[config.mk]
export PLATFORM = sky130hd
export DESIGN_NAME = data_memory_arbiter_flat
export DESIGN_NICKNAME = d
export VERILOG_FILES = /design/src/rtl/data_memory_arbiter_if.sv /design/src/rtl/data_memory_arbiter.sv /design/src/flat_wrapper.sv
export SDC_FILE = /design/constraint.sdc
export NUM_CORES = 1
export LEC_CHECK = 0
export CORE_MARGIN = 5
export CORE_UTILIZATION = 45
export CTS_BUF_LIST = sky130_fd_sc_hd__clkbuf_8
export CTS_CLUSTER_DIAMETER = 50
export CTS_CLUSTER_SIZE = 14
export DETAILED_ROUTE_END_ITERATION = 8
export DONT_BUFFER_PORTS = 1
export PLACE_DENSITY_LB_ADDON = 0.15
export SLEW_MARGIN = 30
export SYNTH_ARGS = -nofsm -noshare
export SYNTH_HDL_FRONTEND = slang
export SYNTH_SLANG_ARGS = --single-unit
[constraint.sdc]
create_clock -name clk_i -period 2.1 [get_ports clk_i]
set_input_delay 0.42 -clock clk_i [delete_from_list [all_inputs] [get_ports clk_i]]
set_output_delay 0.42 -clock clk_i [all_outputs]
set_load 0.03 [all_outputs]
[src/rtl/data_memory_arbiter_if.sv]
// Bus bundle between the two data-memory requesters, the arbiter and the data memory.
// master = requesters plus memory read path, slave = arbiter.
interface data_memory_arbiter_if #(
   parameter int unsigned ADDR_W = 16,
   parameter int unsigned DATA_W = 16
);
   logic              Req_0;
   logic              Wr_0;
   logic              Lock_0;
   logic [ADDR_W-1:0] Addr_0;
   logic [DATA_W-1:0] Wdata_0;
   logic              Gnt_0;
   logic [DATA_W-1:0] Rdata_0;
   logic              Rvalid_0;

   logic              Req_1;
   logic              Wr_1;
   logic              Lock_1;
   logic [ADDR_W-1:0] Addr_1;
   logic [DATA_W-1:0] Wdata_1;
   logic              Gnt_1;
   logic [DATA_W-1:0] Rdata_1;
   logic              Rvalid_1;

   logic [ADDR_W-1:0] Mem_Address;
   logic [DATA_W-1:0] Mem_Write_Data;
   logic              Mem_Write_Read;
   logic [DATA_W-1:0] Mem_Read_Data;

   modport master (
      output Req_0, Wr_0, Lock_0, Addr_0, Wdata_0,
      output Req_1, Wr_1, Lock_1, Addr_1, Wdata_1,
      input  Gnt_0, Rdata_0, Rvalid_0,
      input  Gnt_1, Rdata_1, Rvalid_1,
      input  Mem_Address, Mem_Write_Data, Mem_Write_Read,
      output Mem_Read_Data
   );

   modport slave (
      input  Req_0, Wr_0, Lock_0, Addr_0, Wdata_0,
      input  Req_1, Wr_1, Lock_1, Addr_1, Wdata_1,
      output Gnt_0, Rdata_0, Rvalid_0,
      output Gnt_1, Rdata_1, Rvalid_1,
      output Mem_Address, Mem_Write_Data, Mem_Write_Read,
      input  Mem_Read_Data
   );
endinterface

[src/rtl/data_memory_arbiter.sv]
// Two-port round-robin arbiter for the single-ported data memory (port 0 = MEM stage, port 1 = LM/SM).
// Define DMEM_ARB_LOCK_EN to enable bounded locked bursts; otherwise pure round-robin.
module data_memory_arbiter #(
   parameter int unsigned ADDR_W   = 16,
   parameter int unsigned DATA_W   = 16,
   parameter int unsigned MAX_LOCK = 8
) (
   input  logic                 clk_i,
   input  logic                 rst_i,
   data_memory_arbiter_if.slave bus
);

   logic              gnt0, gnt1;
   logic              xfer0, xfer1;
   logic              hold0, hold1;
   logic              prio_q, prio_d;
   logic [ADDR_W-1:0] addr_mux;
   logic [DATA_W-1:0] wdata_mux;
   logic              wr_mux;
   logic [DATA_W-1:0] rdata0_q, rdata1_q;
   logic              rvalid0_q, rvalid1_q;

`ifdef DMEM_ARB_LOCK_EN
   typedef enum logic [1:0] {UNLOCKED, LOCKED0, LOCKED1} state_e;
   localparam int unsigned CNT_W = $clog2(MAX_LOCK + 1);

   state_e           state_q, state_d;
   logic [CNT_W-1:0] cnt_q, cnt_d, cnt_inc;
   logic             cnt_last;
   logic             free;

   assign cnt_inc  = cnt_q + CNT_W'(1);
   assign cnt_last = (cnt_inc == CNT_W'(MAX_LOCK));
   assign hold0    = (state_q == LOCKED0) && bus.Req_0;
   assign hold1    = (state_q == LOCKED1) && bus.Req_1;
`else
   logic unused_lock;
   assign unused_lock = bus.Lock_0 ^ bus.Lock_1;
   assign hold0       = 1'b0;
   assign hold1       = 1'b0;
`endif

   always_comb begin
      gnt0 = 1'b0;
      gnt1 = 1'b0;
      if (!rst_i) begin
         if (hold0) begin
            gnt0 = 1'b1;
         end else if (hold1) begin
            gnt1 = 1'b1;
         end else if (bus.Req_0 && bus.Req_1) begin
            gnt0 = !prio_q;
            gnt1 = prio_q;
         end else begin
            gnt0 = bus.Req_0;
            gnt1 = bus.Req_1;
         end
      end
   end

   assign xfer0 = bus.Req_0 && gnt0;
   assign xfer1 = bus.Req_1 && gnt1;

   always_comb begin
      addr_mux  = '0;
      wdata_mux = '0;
      wr_mux    = 1'b0;
      if (gnt0) begin
         addr_mux  = bus.Addr_0;
         wdata_mux = bus.Wdata_0;
         wr_mux    = bus.Wr_0;
      end else if (gnt1) begin
         addr_mux  = bus.Addr_1;
         wdata_mux = bus.Wdata_1;
         wr_mux    = bus.Wr_1;
      end
   end

`ifdef DMEM_ARB_LOCK_EN
   // A lapsed lock (owner dropped Req) falls through to the unlocked path so the
   // other port's same-cycle transfer updates prio and may start its own lock.
   always_comb begin
      state_d = state_q;
      cnt_d   = cnt_q;
      prio_d  = prio_q;
      free    = 1'b1;
      unique case (state_q)
         LOCKED0: begin
            if (bus.Req_0) begin
               free = 1'b0;
               if (bus.Lock_0 && !cnt_last) begin
                  cnt_d = cnt_inc;
               end else begin
                  state_d = UNLOCKED;
                  cnt_d   = '0;
                  prio_d  = 1'b1;
               end
            end else begin
               state_d = UNLOCKED;
               cnt_d   = '0;
               prio_d  = 1'b1;
            end
         end
         LOCKED1: begin
            if (bus.Req_1) begin
               free = 1'b0;
               if (bus.Lock_1 && !cnt_last) begin
                  cnt_d = cnt_inc;
               end else begin
                  state_d = UNLOCKED;
                  cnt_d   = '0;
                  prio_d  = 1'b0;
               end
            end else begin
               state_d = UNLOCKED;
               cnt_d   = '0;
               prio_d  = 1'b0;
            end
         end
         default: ;
      endcase
      if (free && (xfer0 || xfer1)) begin
         prio_d = xfer0;
         if (xfer0 && bus.Lock_0) begin
            state_d = LOCKED0;
            cnt_d   = CNT_W'(1);
         end else if (xfer1 && bus.Lock_1) begin
            state_d = LOCKED1;
            cnt_d   = CNT_W'(1);
         end
      end
   end

   always_ff @(posedge clk_i or posedge rst_i) begin
      if (rst_i) begin
         state_q <= UNLOCKED;
         cnt_q   <= '0;
      end else begin
         state_q <= state_d;
         cnt_q   <= cnt_d;
      end
   end
`else
   always_comb begin
      prio_d = prio_q;
      if (xfer0) begin
         prio_d = 1'b1;
      end else if (xfer1) begin
         prio_d = 1'b0;
      end
   end
`endif

   always_ff @(posedge clk_i or posedge rst_i) begin
      if (rst_i) begin
         prio_q    <= 1'b0;
         rdata0_q  <= '0;
         rdata1_q  <= '0;
         rvalid0_q <= 1'b0;
         rvalid1_q <= 1'b0;
      end else begin
         prio_q    <= prio_d;
         rvalid0_q <= xfer0 && !bus.Wr_0;
         rvalid1_q <= xfer1 && !bus.Wr_1;
         if (xfer0 && !bus.Wr_0) rdata0_q <= bus.Mem_Read_Data;
         if (xfer1 && !bus.Wr_1) rdata1_q <= bus.Mem_Read_Data;
      end
   end

   assign bus.Gnt_0          = gnt0;
   assign bus.Gnt_1          = gnt1;
   assign bus.Rdata_0        = rdata0_q;
   assign bus.Rdata_1        = rdata1_q;
   assign bus.Rvalid_0       = rvalid0_q;
   assign bus.Rvalid_1       = rvalid1_q;
   assign bus.Mem_Address    = addr_mux;
   assign bus.Mem_Write_Data = wdata_mux;
   assign bus.Mem_Write_Read = wr_mux;

endmodule
[src/flat_wrapper.sv]
// flat-port wrapper written by rule: the top's interface ports become plain ports
module data_memory_arbiter_flat 
#(
   parameter int unsigned ADDR_W   = 16,
   parameter int unsigned DATA_W   = 16,
   parameter int unsigned MAX_LOCK = 8
)
  (clk_i, rst_i, bus_Req_0, bus_Wr_0, bus_Lock_0, bus_Addr_0, bus_Wdata_0, bus_Req_1, bus_Wr_1, bus_Lock_1, bus_Addr_1, bus_Wdata_1, bus_Gnt_0, bus_Rdata_0, bus_Rvalid_0, bus_Gnt_1, bus_Rdata_1, bus_Rvalid_1, bus_Mem_Address, bus_Mem_Write_Data, bus_Mem_Write_Read, bus_Mem_Read_Data);
  data_memory_arbiter_if #(.ADDR_W(ADDR_W), .DATA_W(DATA_W)) bus_i ();
  input  logic clk_i;
  input  logic rst_i;
  input wire logic [$bits(bus_i.Req_0)-1:0] bus_Req_0;
  input wire logic [$bits(bus_i.Wr_0)-1:0] bus_Wr_0;
  input wire logic [$bits(bus_i.Lock_0)-1:0] bus_Lock_0;
  input wire logic [$bits(bus_i.Addr_0)-1:0] bus_Addr_0;
  input wire logic [$bits(bus_i.Wdata_0)-1:0] bus_Wdata_0;
  input wire logic [$bits(bus_i.Req_1)-1:0] bus_Req_1;
  input wire logic [$bits(bus_i.Wr_1)-1:0] bus_Wr_1;
  input wire logic [$bits(bus_i.Lock_1)-1:0] bus_Lock_1;
  input wire logic [$bits(bus_i.Addr_1)-1:0] bus_Addr_1;
  input wire logic [$bits(bus_i.Wdata_1)-1:0] bus_Wdata_1;
  output wire logic [$bits(bus_i.Gnt_0)-1:0] bus_Gnt_0;
  output wire logic [$bits(bus_i.Rdata_0)-1:0] bus_Rdata_0;
  output wire logic [$bits(bus_i.Rvalid_0)-1:0] bus_Rvalid_0;
  output wire logic [$bits(bus_i.Gnt_1)-1:0] bus_Gnt_1;
  output wire logic [$bits(bus_i.Rdata_1)-1:0] bus_Rdata_1;
  output wire logic [$bits(bus_i.Rvalid_1)-1:0] bus_Rvalid_1;
  output wire logic [$bits(bus_i.Mem_Address)-1:0] bus_Mem_Address;
  output wire logic [$bits(bus_i.Mem_Write_Data)-1:0] bus_Mem_Write_Data;
  output wire logic [$bits(bus_i.Mem_Write_Read)-1:0] bus_Mem_Write_Read;
  input wire logic [$bits(bus_i.Mem_Read_Data)-1:0] bus_Mem_Read_Data;
  assign bus_i.Req_0 = bus_Req_0;
  assign bus_i.Wr_0 = bus_Wr_0;
  assign bus_i.Lock_0 = bus_Lock_0;
  assign bus_i.Addr_0 = bus_Addr_0;
  assign bus_i.Wdata_0 = bus_Wdata_0;
  assign bus_i.Req_1 = bus_Req_1;
  assign bus_i.Wr_1 = bus_Wr_1;
  assign bus_i.Lock_1 = bus_Lock_1;
  assign bus_i.Addr_1 = bus_Addr_1;
  assign bus_i.Wdata_1 = bus_Wdata_1;
  assign bus_Gnt_0 = bus_i.Gnt_0;
  assign bus_Rdata_0 = bus_i.Rdata_0;
  assign bus_Rvalid_0 = bus_i.Rvalid_0;
  assign bus_Gnt_1 = bus_i.Gnt_1;
  assign bus_Rdata_1 = bus_i.Rdata_1;
  assign bus_Rvalid_1 = bus_i.Rvalid_1;
  assign bus_Mem_Address = bus_i.Mem_Address;
  assign bus_Mem_Write_Data = bus_i.Mem_Write_Data;
  assign bus_Mem_Write_Read = bus_i.Mem_Write_Read;
  assign bus_i.Mem_Read_Data = bus_Mem_Read_Data;
  data_memory_arbiter #(.ADDR_W(ADDR_W), .DATA_W(DATA_W), .MAX_LOCK(MAX_LOCK)) u_core (.clk_i(clk_i), .rst_i(rst_i), .bus(bus_i));
endmodule
==> summary.md <==
| Metric | Value |
|---|---|
| Status | completed |
| Placed Instances | 198 |
| Worst hold path class | input port to asynchronous set/reset pin |
| Maximum operating frequency | 495.4 MHz |
| Clock-pin slew on the worst setup and hold paths | 60 ps |
| Syn nets | 207 |
| R2r startpoint | u_core.prio_q$_DFFE_PP0P_ |
| Worst endpoint required time | 1680 ps |
| Die ar. | 0.005030 mm^2 |
| Die height | 70.93 um |
| Clock latency on the worst-skew pair | 270 ps |
| I/O pin total | 157 |
| CTS H-tree depth | 2 |
| Peak supply drop | 542.1 uV |
| Yosys cell types | 20 |
| RSZ-0062 raised after global routing | false |
| Post-Route Skew | 3.837 ps |
| # fillers | 279 |
| Vias per inst | 5.927 |
| Hpwl dp | 4357 um |
| Xor/xnor share of the synthesized area | 0% |
| Post-CTS Setup Bufs | 0 |
| Crit Path Category | register to primary output |
| Die X | 70.93 um |
| Non-filler cells, final | 206 |
| Cell Area, Synth | 0.001670 mm^2 |
| Post-layout instance area | 0.002381 mm^2 |
| Final Hold Vio Count | 0 |
| Post-route setup TNS | 0 ps |
| Largest net degree at the start of global routing | 36 |
| Main combinational cell family by area after synthesis | multiplexers |
| Area Growth Syn to Fin | 42.55% |
| Startpoint Class | register |
| Fin nets | 245 |
| Clock sinks | 35 |
| Proportion of synthesized area in mux cells | 21.57% |
| FF-to-FF End | u_core.bus.Rdata_1[7]$_DFFE_PP0P_ |
| Global route total overflow | 0 |
| TritonCTS Buffers | 5 |
| First-pass GRT wire length | 7783 um |
| # DRC | 0 |
| CTS max path bufs | 2 |
| Worst slack, placed | 300.3 ps |
| Simple-gate share of the synthesized area | 3.745% |
| CTS tree | yes |
| Cell taking the most area after synthesis | dfrtp_1 |
| Worst Path Max Fanout | 24 |
| Average size of a mapped cell | 14.04 um^2 |
| Final Slew Violations | 0 |
| Initial DRC Count | 26 |
| Crit end category | primary output |
| Mapped Cells | 119 |
| Antenna-violating nets left | 0 |
| Final setup fails | 0 |
| Gp weighted congestion | 0.8612 |
| Compound-Gate Fraction of Synth Area | 19.18% |
| Initial Util | 45.97% |
| Row cnt | 22 |
| Leakage | 1.041 nW |
| Layout cell share with drive strength beyond 1 | 48.10% |
| Synth warnings | 0 |
| Synthesized flop and latch total | 35 |
| Routed WL | 5269 um |
| DR vias | 1221 |
| Vias in the first global route | 1348 |
| Wire length per cell | 25.58 um |
| Synth top area cells | dfrtp_1 (52%), a22o_1 (17%), mux2_2 (16%) |
| Core Area | 0.003633 mm^2 |
| Hold buffer count at CTS | 0 |
| Worst Tran Pin Value | 420.6 ps |
| R2R cell count | 4 |
| Tot Pwr | 0.002293 W |
| Fin crit share | 96.12% |
| Initial antenna violation count | 0 |
| Antenna fix cells | 0 |
| Placed cell area | 0.002295 mm^2 |
| DRT Pass-1 Iters | 4 |
| Setup slack after layout | 81.48 ps |
| GRT Total Usage | 20.16% |
| R2r setup slk | 650 ps |
| Crit path time final | 2019 ps |
| Post-Synth Adder-Cell Area | 0% |
| Worst EP arrival | 1600 ps |
| Port Buffers | 0 |
| Maxcap violations | 0 |
| Root Buffer | clkbuf_8 |
| Slew headroom | 71.96% |
| Power Density | 962.9 mW/mm^2 |
| Synth top area share | 52.43% |
| Seq/Total Area, Yosys | 52.43% |
==> worst max-delay path, cell delays in order (launching register included) <==
cell,delay (ps)
dfrtp_1,470
nor2b_4,190
nor2_2,70
buf_12,160
a22o_1,280
buf_12,150
==> synthesized netlist by cell type (all sizes together) <==
cell type,count
nor3,1
buf,7
nand2,1
clkbuf,1
o21ba,1
nor2,1
a22o,32
nand2b,2
nor3b,1
a21oi,1
o21ai,1
dfrtp,35
mux2,32
a211oi,1
inv,1
nor2b,1
==> final cells by class <==
class	count	area (um^2)	share of cell area, %
Clock inverter	3	12.51	0.5255
Timing Repair Buffer	39	605.6	25.43
Inverter	1	3.754	0.1576
Clock buffer	5	68.82	2.890
Sequential cell	35	875.8	36.78
Multi-Input combinational cell	75	754.5	31.69
Tap cell	48	60.06	2.522
==> cell usage in the layout (no fill, tap or decap), types with 3 or more instances in the layout <==
| master | synthesis | layout |
|---|---|---|
| dfrtp_1 | 35 | 35 |
| a22o_1 | 32 | 32 |
| buf_12 | 0 | 25 |
| mux2_2 | 23 | 23 |
| buf_4 | 1 | 14 |
| mux2_1 | 9 | 9 |
| clkbuf_8 | 0 | 5 |
| inv_1 | 1 | 3 |
==> metrics by stage <==
step / hold slack, ps / utilization, %
after floorplan: 554.7 / -
after global routing: 156.3 / 65.53
after detailed placement: 422.4 / 63.15
after global placement: 415.8 / 63.15
final: 125.7 / 65.53
after CTS: 125.4 / 65.39
==> where the power goes <==
group / switching [W] / internal, W
clock network: 0.000208 / 0.000222
registers: 0.000449 / 0.000831
logic: 0.000266 / 0.000316
total: 0.000923 / 0.00137
==> state kept, by name, summed over array words and instances, names as in the netlist <==
register / flops
u_core.bus.Rdata_0: 16
u_core.bus.Rdata_1: 16
u_core.bus.Rvalid_0: 1
u_core.bus.Rvalid_1: 1
u_core.prio_q: 1
==> worst max path at each step <==
stage	from	endpoint	slack [ps]	cells after the start
2_1_floorplan	rst_i	bus_Mem_Write_Data[10]	140	4
3_3_place_gp	rst_i	bus_Mem_Address[10]	320	5
3_5_place_dp	rst_i	bus_Mem_Write_Data[1]	300	5
4_1_cts	u_core.prio_q$_DFFE_PP0P_	bus_Mem_Write_Data[1]	20	5
5_1_grt	u_core.prio_q$_DFFE_PP0P_	bus_Mem_Address[12]	10	5
6_report	u_core.prio_q$_DFFE_PP0P_	bus_Mem_Address[14]	80	5
==> cells by family after synthesis <==
group,after synthesis
compound gates,36
flops,35
mux,32
buf+inv,9
simple gates,7
==> per-layer routing <==
layer | up-vias | global-route usage, % | part of all wire, % | wire (um)
met5 | - | 0 | 0 | 0
met4 | 0 | 6.681 | 1.3 | 69
met3 | 8 | 5.824 | 8.8 | 462
met2 | 82 | 36.46 | 55 | 2900
met1 | 601 | 22.62 | 35 | 1836
li1 | 530 | - | - | -
==> repair_timing <==
item,in CTS,in global routing
resized for setup,0,1
setup endpoints to repair,0,29
hold endpoints to repair,0,0
(Power assumes the default switching activity.)
